==> src/rtl/seq_pattern_counter.sv <==
// seq_pattern_counter
// -------------------
// Serial pattern detector and occurrence counter on a 1-bit stream.
//
// Parameters:
//   PAT_LEN - pattern length in bits (2..16)
//   PATTERN - target sequence, MSB is the earliest-received bit
//   CNT_W   - occurrence counter width (1..32)
//   OVERLAP - 1: overlapping matches count; 0: history discarded after a match
//
// Ports:
//   clk    - single clock, rising edge
//   reset  - synchronous active-high reset, overrides everything
//   en     - bit-valid qualifier; ip is accepted only when en=1
//   ip     - serial data bit
//   clr    - synchronous clear of cn_out and ovf
//   det    - registered one-cycle match pulse
//   cn_out - matches since reset/clr
//   ovf    - sticky overflow, set on an increment attempted at all-ones
//
// Handshake: there is no back-pressure. A bit is transferred on every rising
// edge where en=1 and reset=0; with en=0 the stream state simply holds.
//
// Configuration macro: CNT_SAT_EN
//   defined   - cn_out saturates at all-ones
//   undefined - cn_out wraps modulo 2^CNT_W
module seq_pattern_counter #(
  parameter int               PAT_LEN = 3,
  parameter logic [PAT_LEN-1:0] PATTERN = 3'b011,
  parameter int               CNT_W   = 4,
  parameter int               OVERLAP = 1
) (
  input  logic             clk,
  input  logic             reset,
  input  logic             en,
  input  logic             ip,
  input  logic             clr,
  output logic             det,
  output logic [CNT_W-1:0] cn_out,
  output logic             ovf
);

  localparam int FILL_W = $clog2(PAT_LEN + 1);
  localparam logic [FILL_W-1:0] FILL_FULL = FILL_W'(PAT_LEN);
  localparam logic [CNT_W-1:0]  CNT_MAX   = {CNT_W{1'b1}};

  logic [PAT_LEN-1:0] hist_q, hist_d;
  logic [FILL_W-1:0]  fill_q, fill_d;
  logic               det_q, det_d;
  logic [CNT_W-1:0]   cnt_q, cnt_d;
  logic               ovf_q, ovf_d;

  logic [PAT_LEN-1:0] hist_shift;
  logic [FILL_W-1:0]  fill_inc;
  logic               match;

  always_comb begin
    hist_shift = {hist_q[PAT_LEN-2:0], ip};
    // fill counts real bits so leading reset zeros never form a match
    fill_inc   = (fill_q == FILL_FULL) ? fill_q : fill_q + FILL_W'(1);
    match      = en && (hist_shift == PATTERN) && (fill_inc == FILL_FULL);

    hist_d = hist_q;
    fill_d = fill_q;
    det_d  = 1'b0;
    cnt_d  = cnt_q;
    ovf_d  = ovf_q;

    if (en) begin
      hist_d = hist_shift;
      fill_d = fill_inc;
    end

    if (match) begin
      det_d = 1'b1;
      if (OVERLAP == 0) begin
        hist_d = '0;
        fill_d = '0;
      end
      if (cnt_q == CNT_MAX) begin
        ovf_d = 1'b1;
`ifdef CNT_SAT_EN
        cnt_d = cnt_q;
`else
        cnt_d = '0;
`endif
      end else begin
        cnt_d = cnt_q + CNT_W'(1);
      end
    end

    // clr beats a simultaneous increment but leaves det/history alone
    if (clr) begin
      cnt_d = '0;
      ovf_d = 1'b0;
    end
  end

  always_ff @(posedge clk) begin
    if (reset) begin
      hist_q <= '0;
      fill_q <= '0;
      det_q  <= 1'b0;
      cnt_q  <= '0;
      ovf_q  <= 1'b0;
    end else begin
      hist_q <= hist_d;
      fill_q <= fill_d;
      det_q  <= det_d;
      cnt_q  <= cnt_d;
      ovf_q  <= ovf_d;
    end
  end

  assign det    = det_q;
  assign cn_out = cnt_q;
  assign ovf    = ovf_q;

endmodule

==> config.mk <==
export PLATFORM = sky130hd
export DESIGN_NAME = seq_pattern_counter
export DESIGN_NICKNAME = d
export VERILOG_FILES = /design/src/rtl/seq_pattern_counter.sv
export SDC_FILE = /design/constraint.sdc
export NUM_CORES = 1
export LEC_CHECK = 0
export CAP_MARGIN = 25
export CORE_UTILIZATION = 25
export CTS_CLUSTER_DIAMETER = 120
export DETAILED_ROUTE_END_ITERATION = 10
export SETUP_SLACK_MARGIN = 0.3
export SLEW_MARGIN = 20
export SYNTH_ARGS = -nofsm -noshare
export SYNTH_HDL_FRONTEND = slang
export SYNTH_SLANG_ARGS = --single-unit
==> constraint.sdc <==
create_clock -name clk -period 1.7 [get_ports clk]
set_input_delay 0.34 -clock clk [delete_from_list [all_inputs] [get_ports clk]]
set_output_delay 0.34 -clock clk [all_outputs]
set_load 0.02 [all_outputs]
======== Word-level counts from Yosys, hierarchy flattened ========
Cells that the tools add are included.
storage, ports and cells
  register bits ........................... 10
  input bits .............................. 5
  word-level logic and storage cells ...... 18
  output and inout port bits .............. 6
cells by class
  equality and inequality tests ........... 4
  add/sub/neg operators ................... 2
  reduce and logical (&&, ||, !) cells .... 4
  multiplexer cells ....................... 3
operators by type and width
  operator             count
  $add 4x1->4 const B  1
  $eq 2x2->1 const B   2
  $eq 4x4->1 const B   1
  $mux 4               1
  $eq 3x2->1 const B   1
  $add 2x1->2 const B  1
  $logic_and 1x1->1    2
  $mux 2               1
  $reduce_and 2->1     1
  $reduce_or 2->1      1
  $mux 1               1

======== Logic depth before layout (Yosys ltp) ========
Gate-level depths: netlist of the first run.
  word-level depth ........................ 5
  depth in mapped cells ................... 4
  depth with buffers taken out ............ 4

======== Worst setup path before layout of the first run ========
No wires, ideal clock.
  kind .................................... flip-flop to flip-flop
  from .................................... register cnt_q[0] (netlist: cn_out[0])
  to ...................................... register cnt_q[0] (netlist: cn_out[0])
  stages on the path, launching flop included .. 5
  period minus slack after synthesis ...... 1367 ps
  library setup time ...................... 70 ps
  arrival ................................. 1298 ps
  required time ........................... 1630 ps
  path buffers ............................ 0
  setup slack ............................. 333 ps
  cells stage by stage .................... dfxtp_1 -> ha_1 -> and3_1 -> or4_1 -> a21oi_1
between the ends
  word-level cells in the longest chain between the ends .. 2
  elaborated cells on any way between the ends .. 3
  classes of those cells .................. add/sub: 1; eq/ne: 1; mux: 1
ends and longest elaborated chain
  what                                              RTL line  RTL
  from (decl)                                       50        logic [CNT_W-1:0] cnt_q, cnt_d;
  from (signal assigned)                            110       cnt_q <= cnt_d;
  $add 4x1->4 / $eq 4x4->1 (equally long branches)  88, 80
  $mux 4 (*)                                        80        if (cnt_q == CNT_MAX) begin
Every way passes the cells marked *; elsewhere a longest branch is shown, timed or not.
A chain may end at the register's enable or synchronous reset.

======== Worst setup path after layout of the first run ========
  from .................................... register cnt_q[1] (netlist: cn_out[1])
  to ...................................... output cn_out[1]
RTL lines
  what       RTL line  RTL
  to (decl)  39        output logic [CNT_W-1:0] cn_out,
No word-level cell between the ends.

==> results of run 1 <==
-- area by class of cell --
type / instances / share of cell area, %
repair buffers: 13 / 19.6
inverters: 1 / 0.626
multi-input cells: 33 / 36.7
well taps: 16 / 3.34
clock buffers: 4 / 6.05
flip-flops and latches: 10 / 33.6
-- cells by family (layout without fill, tap and decap cells) --
logic type / Yosys count / count (layout) / share of synthesized area [%]
AOI/OAI and AO/OA: 9 / 9 / 11.7
and+or+nand+nor: 20 / 20 / 28.3
adders and majority gates: 1 / 1 / 2.86
buffers and inverters: 3 / 18 / 4.57
muxes: 3 / 3 / 6.86
DFF: 10 / 10 / 45.7
-- cell usage in the layout, fill, tap and decap left out, drive strengths merged, types with 2 or more instances in the layout --
cell type / Yosys / layout
a21oi: 5 / 5
buf: 2 / 3
clkbuf: 0 / 4
clkdlybuf4s50: 0 / 2
dfxtp: 10 / 10
dlygate4sd2: 0 / 6
mux2i: 3 / 3
nand2: 3 / 3
nor2: 6 / 6
nor3: 2 / 2
nor3b: 2 / 2
o21ai: 2 / 2
-- final timing paths --
check	start	endpoint	slack (ns)
worst max register to register	cn_out[0]	cn_out[0]	0.39
worst max-delay path	cn_out[1]	cn_out[1]	0.34
worst min-delay path	ovf	ovf	0.47
worst min register to register	ovf	ovf	0.47
-- layer usage --
layer | GRT usage, % | up-vias
met5 | 0 | -
met4 | 12.7 | 0
met3 | 3.75 | 2
met2 | 14.6 | 6
met1 | 10.9 | 170
li1 | - | 195
-- sequential cells by signal, summed over array words and instances, names as in the netlist --
signal	cells
hist_q	2
cn_out	4
fill_q	2
det	1
ovf	1
-- power by group through the flow --
stage | registers, mW | clock network, mW | logic [mW]
6_report | 0.247 | 0.215 | 0.0301
5_1_grt | 0.248 | 0.236 | 0.0330
4_1_cts | 0.247 | 0.225 | 0.0298
3_5_place_dp | 0.252 | 0 | 0.0306
3_3_place_gp | 0.252 | 0 | 0.0304
2_1_floorplan | 0.250 | 0 | 0.0181
-- stage by stage --
step           setup WS, ns  hold WS, ns
2_1_floorplan         0.333        0.412
6_report              0.344        0.472
3_5_place_dp       -0.00683        0.464
5_1_grt               0.302        0.488
4_1_cts               0.302        0.475
3_3_place_gp         0.0178        0.457
-- repair_timing --
action / in CTS / in global routing
hold buffers: 0 / 0
buffers inserted: 0 / 1
pin swaps: 0 / 0
endpoints found under the setup margin: 7 / 3
resized for setup: 7 / 4
==> flow_summary.toml, run 1 <==
[die]
coreArea_mm2 = 0.00158
die-area_mm2 = 0.00192
die_x_um = 43.9
io_pins = 11
die_h_um = 43.9
start_util_pct = 27.8
rows = 14

[logic_synthesis]
synth_area_leader_cell = "dfxtp_1"
seq_area_frac_synth_pct = 45.7
ys_warn_count = 0
ys_types = 21
yosysTopAreaCellShare_pct = 45.7
async_flop_share_pct = 0
syn-num-nets = 52
yosys-top-cells-area = "dfxtp_1 (46%), mux2i_1 (6.9%), a21oi_1 (5.7%), nor2_1 (5.1%), nand4_4 (4.9%)"
avgSynthCellArea_um2 = 9.52
netlist_area_um2 = 438
synthFlopType = "dfxtp_1"
synth_common_cells = "dfxtp_1 (10), nor2_1 (6), a21oi_1 (5), mux2i_1 (3), nand2_1 (3)"
ys_ff_latch = 10
syn_inst = 46
synth-edff-count = 0
synth.most_common_cell = "dfxtp_1"

[sta]
setup_viol = 0
slew_headroom_pct = 82.0
finalHoldViolCount = 0
timing.fmax_ghz = 0.738
rsz0062_at_grt = "no"
period_needed_ns = 1.36
final.period_utilization_pct = 79.8
tightest_slew_ns = 0.267
drv_slew = 0
setup_tns_ns = 0
skew_ns = 0.00195

[final_layout]
areaGrowthSynthToFinish_pct = 36.9
fin_area_um2 = 599
regArea_um2 = 201
final_util_pct = 38.0
final_cells = 77
fill_cells = 155
final_nets = 68
final_layout_size_suffix_gt1_share_pct = 18.0
multiInputGateArea_um2 = 220
n_antenna_cell = 0

[drt]
wl_met1_um = 401
maxUsedRoutingLayer = "met4"
met3_wirelength_um = 28
wl_met2_um = 441
remaining_drc_errors = 0
drtAntennaViolNets = 0
drt_iter0_markers = 6
vias_per_cell = 4.84
totalWireLength_um = 891
wire_per_inst_um = 11.6
dr.pass1.iters = 3
vias = 373

[setup_path]
cp.required_ns = 1.36
crit_arrival_ns = 1.02
critical_path.top_delay_family = "flip-flops"
path_cells = "dlygate4sd2_1"
cp-start-kind = "flop"
critical_path_class = "reg -> out"
crit_buf_inv = 1
cp_slowest_cell = "dfxtp_1"
slowest_delay_ns = 0.40
path_depth = 1
worst_setup_path_end_kind = "primary output"
worstRegToRegCells = 4
cp_max_fo = 5

[pwr]
powerDensity_mw_per_mm2 = 821
pwr-share-clk_pct = 43.7
p_switching_mw = 0.106
intPower_mw = 0.386
netSwitchingFraction_pct = 21.6
power.leakage_nw = 0.253
vdd_ir_drop_max_v = 0.000253
power_mw = 0.492
p_comb_share_pct = 6.1
seqPwrFrac_pct = 50.1

[placement]
place_area_um2 = 557
detailed_place_hpwl_um = 614
place_congestion = 0.741
dp.cells = 72
port_buffers = 10

[outcome]
outcome = "complete, no violations"

[grt]
overflow = 0
grt_pass1_wl_um = 1320
grt_pass1_vias = 318
track_usage_pct = 10.4
grt_antenna_before_repair = 0
grt_max_degree = 11

[clock_tree]
clk_pin_slew_ns = 0.07
cts-root-buf = "clkbuf_4"
insertion_delay_ns = 0.26
cts_buffer_depth = 2
htreeDepth = 1
cts_buffers = 3
cts_tree = "done"
cts_num_sinks = 10

[worst_hold_path]
hp-class = "reg -> reg"
min_path_cells = 1

[job]
maxCapViolCount = 0
No activity file was read; power rests on OpenSTA's default activity.
==> run 2, diff against run 1 <==
clock period = 1.25 ns   (was 1.7 ns; I/O delays follow)
==> flow_summary.toml, run 2 (synthesis gave the netlist of run 1 again) <==
[final_layout]
layout.cells.most_common = "buf_4"
areaGrowthSynthToFinish_pct = 70.0
final_nets = 78
final_cell_mix = "buf_4 (11), buf_6 (7), nor2_1 (6), dfxtp_2 (5)"
n_antenna_cell = 0
final_layout_size_suffix_gt1_share_pct = 56.3
largest_reg_flops = 4

[setup_path]
cp_max_fo = 3
worst_setup_path_end_kind = "flop"
reg2reg_slack_ns = -0.03
cp-start-kind = "flop"
crit_arrival_ns = 1.47
critical_path_class = "reg -> reg"
cp.required_ns = 1.45

[pwr]
power.leakage_nw = 0.300
seqPwrFrac_pct = 49.0
intPower_mw = 0.527
netSwitchingFraction_pct = 21.2
pwr-share-clk_pct = 42.9
p_switching_mw = 0.141
vdd_ir_drop_max_v = 0.000668
powerDensity_mw_per_mm2 = 898
p_comb_share_pct = 8.0

[sta]
setup_tns_ns = -0.0283
hold_ws_ns = 0.438
final.period_utilization_pct = 102
period_needed_ns = 1.28
skew_ns = 0.000416
rsz0062_at_grt = "yes"
setup_viol = 1
timing.fmax_ghz = 0.782
finalHoldViolCount = 0
slew_headroom_pct = 82.0
fin_ws_ns = -0.0283
tightest_slew_ns = 0.267
drv_slew = 0

[drt]
dr.pass1.iters = 3
vias = 402
vias_per_cell = 4.62
drt_iter0_markers = 2
drtAntennaViolNets = 0
totalWireLength_um = 905
wire_per_inst_um = 10.4
remaining_drc_errors = 0

[grt]
grt_pass1_wl_um = 1470
grt_antenna_before_repair = 0
track_usage_pct = 10.8
overflow = 0
grt_pass1_vias = 372
grt_max_degree = 8

[placement]
detailed_place_hpwl_um = 644
port_buffers = 10
place_congestion = 0.717

[die]
die-area_mm2 = 0.00192
start_util_pct = 27.8
die_x_um = 43.9
die_h_um = 43.9
rows = 14
coreArea_mm2 = 0.00158
io_pins = 11

[clock_tree]
cts_tree = "done"
insertion_delay_ns = 0.26
cts_num_sinks = 10
cts-root-buf = "clkbuf_4"
htreeDepth = 1
clk_pin_slew_ns = 0.06
cts_buffers = 3
cts_buffer_depth = 2

[outcome]
violations = "negative setup slack"
outcome = "finished, violations left"

[worst_hold_path]
hp-class = "in -> reg"

[job]
maxCapViolCount = 0
run 2: area by class of cell:
class	count	area [um^2]
Clock buffer	4	36.3
Inverter	1	3.75
Fill cell	152	832
Timing Repair Buffer	23	204
Multi-Input combinational cell	33	259
Tap cell	16	20.0
Sequential cell	10	221
run 2: repair_timing:
item	in CTS	in global routing
pin swaps	4	1
hold buffers	0	0
endpoints found under the hold margin	0	0
gates resized for setup	37	8
setup endpoints to repair	13	11
setup buffers	3	1
run 2: critical path: stages, from the launching register on:
cell	delay [ns]
dfxtp_4	0.35
ha_4	0.15
and3_4	0.17
or4_4	0.41
a21oi_2	0.12
run 2: power groups by stage:
stage	clock network [mW]	logic [mW]	registers [mW]
after floorplan	0	0.0252	0.334
after global placement	0	0.0458	0.337
after detailed placement	0	0.0463	0.337
after CTS	0.299	0.0506	0.327
after global routing	0.327	0.0599	0.329
final	0.287	0.0537	0.328
run 2: path summary, 6_finish.rpt:
check             from         to  depth (start not counted)
max          cn_out[0]  cn_out[0]                          4
min                 ip  hist_q[0]                          3
max reg2reg  cn_out[0]  cn_out[0]                          4
min reg2reg        ovf        ovf                          1
run 2: metal layers:
metal	GRT usage, %	wire (um)
met4	3.64	0
met2	15.8	397
met1	12.6	433
met5	0	0
met3	7.50	75
run 2: stage by stage:
| step | std cells | cell area [um^2] | setup WS [ns] | util, % | power (mW) |
|---|---|---|---|---|---|
| 5_1_grt | 87 | 744 | -0.0580 | 47.2 | 0.716 |
| 3_5_place_dp | 79 | 652 | -0.369 | 41.3 | 0.384 |
| 3_3_place_gp | 79 | 652 | -0.353 | 41.3 | 0.383 |
| 4_1_cts | 86 | 722 | -0.0312 | 45.8 | 0.677 |
| 6_report | 87 | 744 | -0.0283 | 47.2 | 0.669 |
| 2_1_floorplan | 46 | 480 | -0.0218 | - | 0.360 |
